$ cat config.mk
export PLATFORM = sky130hd
export DESIGN_NAME = p3_port_arbiter_flat
export DESIGN_NICKNAME = d
export VERILOG_FILES = /design/src/rtl/p3_port_arbiter_if.sv /design/src/rtl/p3_port_arbiter.sv /design/src/flat_wrapper.sv
export SDC_FILE = /design/constraint.sdc
export NUM_CORES = 1
export LEC_CHECK = 0
export ABC_AREA = 1
export CORE_AREA = 2 2 59 56
export CTS_BUF_LIST = sky130_fd_sc_hd__clkbuf_8
export CTS_CLUSTER_DIAMETER = 60
export DETAILED_ROUTE_END_ITERATION = 10
export DIE_AREA = 0 0 61 58
export PLACE_DENSITY = 0.57
export SLEW_MARGIN = 40
export SYNTH_ARGS = -nofsm -noshare
export SYNTH_HDL_FRONTEND = slang
export SYNTH_SLANG_ARGS = --single-unit
export TNS_END_PERCENT = 20
$ cat constraint.sdc
create_clock -name CLK -period 1.3 [get_ports CLK]
set_input_delay 0.26 -clock CLK [delete_from_list [all_inputs] [get_ports CLK]]
set_output_delay 0.26 -clock CLK [all_outputs]
set_load 0.02 [all_outputs]
$ cat src/rtl/p3_port_arbiter_if.sv
// Request/grant and P3 register drive signals shared between the P3 arbiter
// (slave side) and its requesters/P3 register (master side).
interface p3_port_arbiter_if #(
    parameter int NREQ = 4
);
    logic [NREQ-1:0]   req;
    logic [4*NREQ-1:0] req_data;
    logic [NREQ-1:0]   gnt;
    logic              done;
    logic              busy;
    logic [3:0]        p3_din;
    logic              p3_ld;

    modport master (
        output req, req_data,
        input  gnt, done, busy, p3_din, p3_ld
    );

    modport slave (
        input  req, req_data,
        output gnt, done, busy, p3_din, p3_ld
    );
endinterface

$ cat src/rtl/p3_port_arbiter.sv
// Shares the 4-bit P3 output register among NREQ requesters: fixed LD window per grant,
// then one all-zero gap cycle. Define P3ARB_RR_EN for round-robin, else fixed priority.
module p3_port_arbiter #(
    parameter int NREQ        = 4,
    parameter int HOLD_CYCLES = 4
) (
    input  logic               CLK,
    input  logic               rst_n,
    p3_port_arbiter_if.slave   bus
);
    localparam int PW = (NREQ > 1) ? $clog2(NREQ) : 1;
    localparam int CW = $clog2(HOLD_CYCLES + 1);

    typedef enum logic [1:0] {IDLE, HOLD, GAP} state_t;

    state_t          state_reg;
    logic [NREQ-1:0] gnt_reg;
    logic            done_reg;
    logic            busy_reg;
    logic [3:0]      p3_din_reg;   // doubles as the frozen data_q during HOLD
    logic            p3_ld_reg;
    logic [CW-1:0]   hold_cnt_reg;

    logic            req_any;
    logic [PW-1:0]   win_idx;
    logic [NREQ-1:0] win_onehot;
    logic [3:0]      win_data;
    logic [3:0]      req_nib [NREQ];

    assign req_any = |bus.req;

    genvar gi;
    generate
        for (gi = 0; gi < NREQ; gi++) begin : g_req
            assign req_nib[gi]    = bus.req_data[4*gi +: 4];
            assign win_onehot[gi] = (win_idx == PW'(gi));
        end
    endgenerate

    assign win_data = req_nib[win_idx];

`ifdef P3ARB_RR_EN
    logic [PW-1:0] rr_ptr_reg;
    logic [PW-1:0] rr_next;
    logic [PW:0]   cand;

    // Descending scan so the candidate closest to rr_ptr (upward, wrapping) wins last.
    always_comb begin
        win_idx = '0;
        cand    = '0;
        for (int k = NREQ - 1; k >= 0; k--) begin
            cand = {1'b0, rr_ptr_reg} + (PW+1)'(k);
            if (cand >= (PW+1)'(NREQ))
                cand = cand - (PW+1)'(NREQ);
            if (bus.req[cand[PW-1:0]])
                win_idx = cand[PW-1:0];
        end
    end

    assign rr_next = (win_idx == PW'(NREQ - 1)) ? '0 : win_idx + 1'b1;

    always_ff @(posedge CLK or negedge rst_n) begin
        if (!rst_n)
            rr_ptr_reg <= '0;
        else if (req_any && (state_reg != HOLD))
            rr_ptr_reg <= rr_next;
    end
`else
    always_comb begin
        win_idx = '0;
        for (int k = NREQ - 1; k >= 0; k--) begin
            if (bus.req[k])
                win_idx = PW'(k);
        end
    end
`endif

    always_ff @(posedge CLK or negedge rst_n) begin
        if (!rst_n) begin
            state_reg    <= IDLE;
            gnt_reg      <= '0;
            done_reg     <= 1'b0;
            busy_reg     <= 1'b0;
            p3_din_reg   <= '0;
            p3_ld_reg    <= 1'b0;
            hold_cnt_reg <= '0;
        end else begin
            done_reg <= 1'b0;
            case (state_reg)
                IDLE, GAP: begin
                    if (req_any) begin
                        state_reg    <= HOLD;
                        gnt_reg      <= win_onehot;
                        p3_din_reg   <= win_data;
                        p3_ld_reg    <= 1'b1;
                        busy_reg     <= 1'b1;
                        hold_cnt_reg <= CW'(1);
                    end else begin
                        state_reg    <= IDLE;
                        gnt_reg      <= '0;
                        p3_din_reg   <= '0;
                        p3_ld_reg    <= 1'b0;
                        busy_reg     <= 1'b0;
                        hold_cnt_reg <= '0;
                    end
                end
                HOLD: begin
                    // Requests and data are ignored until the window closes.
                    if (hold_cnt_reg == CW'(HOLD_CYCLES)) begin
                        state_reg    <= GAP;
                        gnt_reg      <= '0;
                        p3_din_reg   <= '0;
                        p3_ld_reg    <= 1'b0;
                        done_reg     <= 1'b1;
                        busy_reg     <= 1'b1;
                        hold_cnt_reg <= '0;
                    end else begin
                        hold_cnt_reg <= hold_cnt_reg + 1'b1;
                    end
                end
                default: begin
                    state_reg    <= IDLE;
                    gnt_reg      <= '0;
                    p3_din_reg   <= '0;
                    p3_ld_reg    <= 1'b0;
                    busy_reg     <= 1'b0;
                    hold_cnt_reg <= '0;
                end
            endcase
        end
    end

    assign bus.gnt    = gnt_reg;
    assign bus.done   = done_reg;
    assign bus.busy   = busy_reg;
    assign bus.p3_din = p3_din_reg;
    assign bus.p3_ld  = p3_ld_reg;
endmodule

$ cat src/flat_wrapper.sv
// flat-port wrapper written by rule: the top's interface ports become plain ports
module p3_port_arbiter_flat 
#(
    parameter int NREQ        = 4,
    parameter int HOLD_CYCLES = 4
)
  (CLK, rst_n, bus_req, bus_req_data, bus_gnt, bus_done, bus_busy, bus_p3_din, bus_p3_ld);
  p3_port_arbiter_if #(.NREQ(NREQ)) bus_i ();
  input  logic CLK;
  input  logic rst_n;
  input wire logic [$bits(bus_i.req)-1:0] bus_req;
  input wire logic [$bits(bus_i.req_data)-1:0] bus_req_data;
  output wire logic [$bits(bus_i.gnt)-1:0] bus_gnt;
  output wire logic [$bits(bus_i.done)-1:0] bus_done;
  output wire logic [$bits(bus_i.busy)-1:0] bus_busy;
  output wire logic [$bits(bus_i.p3_din)-1:0] bus_p3_din;
  output wire logic [$bits(bus_i.p3_ld)-1:0] bus_p3_ld;
  assign bus_i.req = bus_req;
  assign bus_i.req_data = bus_req_data;
  assign bus_gnt = bus_i.gnt;
  assign bus_done = bus_i.done;
  assign bus_busy = bus_i.busy;
  assign bus_p3_din = bus_i.p3_din;
  assign bus_p3_ld = bus_i.p3_ld;
  p3_port_arbiter #(.NREQ(NREQ), .HOLD_CYCLES(HOLD_CYCLES)) u_core (.CLK(CLK), .rst_n(rst_n), .bus(bus_i));
endmodule
## Yosys cells after proc, flatten, opt, wreduce, memory -nomap -nowiden

Cells that the tools add are included.
Widths: inputs -> output; s select.

- Output and inout bits: 11
- Logic and storage cells: 46
- Input bits: 22
- Bits in registers: 16

- Order comparisons: 1
- Multiplexer cells: 25
- Equality and inequality tests: 7
- Bitwise logic cells: 1
- Reductions and logical operators: 4
- Add/sub/neg operators: 1

Operator list:

| kind | count |
|---|---|
| $mux 4 | 5 |
| $pmux 4 s2 | 2 |
| $mux 2 | 5 |
| $bmux 4 s2 | 1 |
| $mux 1 | 7 |
| $eq 2x2->1 const B | 3 |
| $pmux 3 s2 | 1 |
| $eq 2x1->1 const B | 2 |
| $logic_not 2->1 | 2 |
| $pmux 1 s2 | 2 |
| $pmux 2 s2 | 1 |
| $reduce_or 4->1 | 1 |
| $add 3x1->3 const B | 1 |
| $eq 3x3->1 const B | 1 |
| $ge 3x3->1 const B | 1 |
| $mux 3 | 1 |
| $not 2->3 | 1 |
| $ne 2x1->1 const B | 1 |
| $reduce_or 2->1 | 1 |

## Depth between registers and ports, before layout

Gate-level depths: netlist (run 1).

- Word-level depth: 10
- Mapped depth: 9
- Mapped depth without buffers: 9

## Worst setup path before layout (run 1)

OpenSTA, ideal clock, no wires.

- Kind: register to register
- From: register u_core.hold_cnt_reg[0]
- To: register u_core.gnt_reg[3], in the netlist u_core.bus.gnt[3]
- Buffers on the path: 0
- Data required time: 1,179 ps
- Setup time: 121 ps
- Stages on the path, launching flop included: 7
- Clock period less this slack: 1,140 ps
- Arrival: 1,019 ps
- Setup slack: 160 ps
- Cell sequence: dfrtp_1 -> inv_1 -> ha_1 -> nand2_1 -> nand2_2 -> inv_4 -> a32o_2

- Cells in the longest elaborated chain, start to end: 2

RTL lines:

| item | line | RTL |
|---|---|---|
| from (decl) | p3_port_arbiter.sv:22 | `logic [CW-1:0] hold_cnt_reg;` |
| from (signal assigned) | p3_port_arbiter.sv:118 | `hold_cnt_reg <= hold_cnt_reg + 1'b1;` |
| $eq 3x3->1 | p3_port_arbiter.sv:109 | `if (hold_cnt_reg == CW'(HOLD_CYCLES)) begin` |
| $ne 2x1->1 (no source line) | - |  |
| to (signal assigned) | p3_port_arbiter.sv:93 | `gnt_reg <= win_onehot;` |
| to (decl) | p3_port_arbiter.sv:17 | `logic [NREQ-1:0] gnt_reg;` |

Every way passes these cells.
A chain may end at the register's enable or synchronous reset.

## Worst setup path in the final report (run 1)

- From: register u_core.p3_din_reg[0], in the netlist u_core.bus.p3_din[0]
- To: output port bus_p3_din[0]

RTL lines:

| item | line | RTL |
|---|---|---|
| from (decl) | p3_port_arbiter.sv:20 | `logic [3:0] p3_din_reg;` |
| from (signal assigned) | p3_port_arbiter.sv:94 | `p3_din_reg <= win_data;` |
| to (decl) | flat_wrapper.sv:16 | `output wire logic [$bits(bus_i.p3_din)-1:0] bus_p3_din;` |

No word-level cell between the ends.

==> results of run 1 <==
## final timing paths
check,startpoint,to,slack [ns]
max,u_core.bus.p3_din[0]$_DFFE_PN0P_,bus_p3_din[0],0.09
min reg2reg,u_core.bus.p3_ld$_DFFE_PN0P_,u_core.bus.p3_ld$_DFFE_PN0P_,0.48
min in group CLK,u_core.bus.p3_ld$_DFFE_PN0P_,u_core.bus.p3_ld$_DFFE_PN0P_,0.48
max in group asynchronous,rst_n,u_core.bus.gnt[2]$_DFFE_PN0P_,0.79
min,rst_n,u_core.hold_cnt_reg[1]$_DFF_PN0_,0.33
max reg2reg,u_core.hold_cnt_reg[0]$_DFF_PN0_,u_core.bus.gnt[2]$_DFFE_PN0P_,0.10
## stage by stage
stage | total power, mW | hold WS, ns
2_1_floorplan | 1.43 | -0.0356
3_3_place_gp | 1.91 | 0.465
3_5_place_dp | 1.94 | 0.478
4_1_cts | 2.28 | 0.333
5_1_grt | 2.52 | 0.350
6_report | 2.32 | 0.326
## repair_timing
item,4_1_cts,5_1_grt
cloned,0,0
pin swaps,0,3
resized for setup,11,9
endpoints found under the hold margin,0,0
buffers inserted,0,3
setup endpoints to repair,11,8
## synth_stat cells
| library cell | n |
|---|---|
| dfrtp_1 | 16 |
| o21ai_0 | 1 |
| nand2_2 | 1 |
| xnor2_1 | 1 |
| o21ai_1 | 3 |
| inv_1 | 12 |
| nor2_2 | 1 |
| o21ai_2 | 1 |
| nand3_1 | 16 |
| buf_6 | 2 |
| a32o_2 | 2 |
| nand3_2 | 1 |
| inv_4 | 1 |
| nor2_1 | 6 |
| nand2_1 | 30 |
| nor2_4 | 3 |
| ha_1 | 2 |
| inv_2 | 3 |
## power breakdown
part / total (mW) / switching, mW / internal, mW
combinational: 1.09 / 0.629 / 0.457
clock: 0.428 / 0.160 / 0.268
sequential: 0.806 / 0.110 / 0.695
## placed cells by master, fill, tap and decap left out
master,n
dfrtp_1,16
a32o_2,2
inv_2,3
o21ai_2,1
o21ai_1,3
dlymetal6s2s_1,4
o21ai_0,1
nand3_2,1
nand2_4,1
clkdlybuf4s50_1,17
nand2_1,29
buf_6,1
nor2_1,6
xnor2_1,1
nand2_2,1
inv_8,1
nand3_1,16
clkbuf_8,4
nor2_2,1
buf_4,12
dlygate4sd2_1,11
ha_1,2
inv_1,12
nor2_4,3
## final cells by class
type	count	area, sq um
fill	309	1570
inverter	16	67.6
multi-input combinational	68	364
timing repair buffer	45	418
clock buffer	4	55.1
sequential	16	400
tap	42	52.6
## layer usage
layer | vias up | GRT usage
met5 | - | 0
met3 | 4 | 0.0201
li1 | 412 | -
met1 | 374 | 0.154
met2 | 37 | 0.235
met4 | 0 | 0.0497
## cell families after synthesis
logic type                 share of synthesized area
and+or+nand+nor                                0.322
DFF                                            0.475
xor gates and xnor gates                      0.0104
adders and majority gates                     0.0297
buffers and inverters                          0.101
AOI/OAI and AO/OA                             0.0609
==> run metrics, run 1 <==
DIE AREA about 0.0035 sq mm; sequential share of the synthesized area 0.475; CP Cell Sequence dlygate4sd2_1; Worst-Skew Late Latency 0.24 ns; f_max 0.828 GHz; clk sinks 16; Nets 174; slew margin rel. 0.769; RSZ-0062 raised after global routing false; largest net degree at the start of global routing 17; CP endpoint kind primary output; total negative slack 0 ns; Clk pin slew, worst setup/hold paths 0.06 ns; worst vdd ir 962 uV; Final Util 0.464; Worst-Margin Slew 0.346 ns; Critical Path Stages 1; crit path buf inv count 1; top cells by area, synth dfrtp_1 48%, nand2_1 13%, nand3_1 9.5%; Leakage 0.751 nW; final std cells w/o fill ~190; Initial Utilization 0.288; vias per cell 4.33; fin area 0.00136 sq mm; layout cells sized above 1 0.208; DR iter-0 viols 36; Placer Congestion 0.842; max-slew violation count 0; area delta synth->final 61.2%; Via Count about 830; yosys warns 0; met3 wire length approximately 140 um; final setup vio count 0; Netlist cell types 18; Core Area 0.00292 sq mm; met2 WL post-DR 1.01 mm; vias in the first global route 865; hold buffers post-CTS 0; final cycle utilization of the critical path 0.929; Die Ht 58 um; Cell Area, Synth 842 sq um; Placed Area 0.00127 sq mm; Critical Path RT 1.04 ns; Reg2Reg Depth 6; CP max stage delay about 0.38 ns; grt total ovfl 0; # rows 19; synthesized net count 126; Ant. Diodes 0; Yosys reg bits 16; Syn Area/Cell around 8.3 sq um; chip width slightly above 60 um; Antenna Violating Nets Remaining 0; placed cells 184; PD cells 1710 mW/mm^2; met1 WL 939 um; status finished clean; critical path class reg -> out; clk root buf clkbuf_8; Clock Tree Buf Depth 2; min Tclk post-route about 1.2 ns; drt pass-1 iters 4; CTS tree done; CTS H-Tree Depth 1; CP Max Fanout 2; proportion of netlist area held by the largest area contributor 0.475; area leader, netlist dfrtp_1; post-place setup slack -0.239 ns; Cells after Synth 102; initial antenna violation count 0; first-pass GRT wire length 3.51 mm; worst setup margin 0.0926 ns; Total Routed Length 2.13 mm; total of max-cap violations 0; GRT Util Overall 0.131; Highest Signal Layer met4; port bufs 32; dpl hpwl 1.73 mm; CP arrival 0.95 ns; clk_skew 0.000845 ns; CTS Buf Count 3; mean routed wirelength per cell 11.1 um; Fin. Hold Viols 0; number of I/O pins 33; CP max-delay cell dfrtp_1; detailed-route DRC error count 0; Hold WC Path Type in -> async; CP delay by family, top flip-flops; Startpoint Class flip-flop
No activity file was read; power rests on OpenSTA's default activity.
==> run 2, diff against run 1 <==
Settings changed: ABC_CLOCK_PERIOD_IN_PS from default to 1300.
==> results of run 2 <==
Final layout, timing and power as in run 1 (identical DEF).
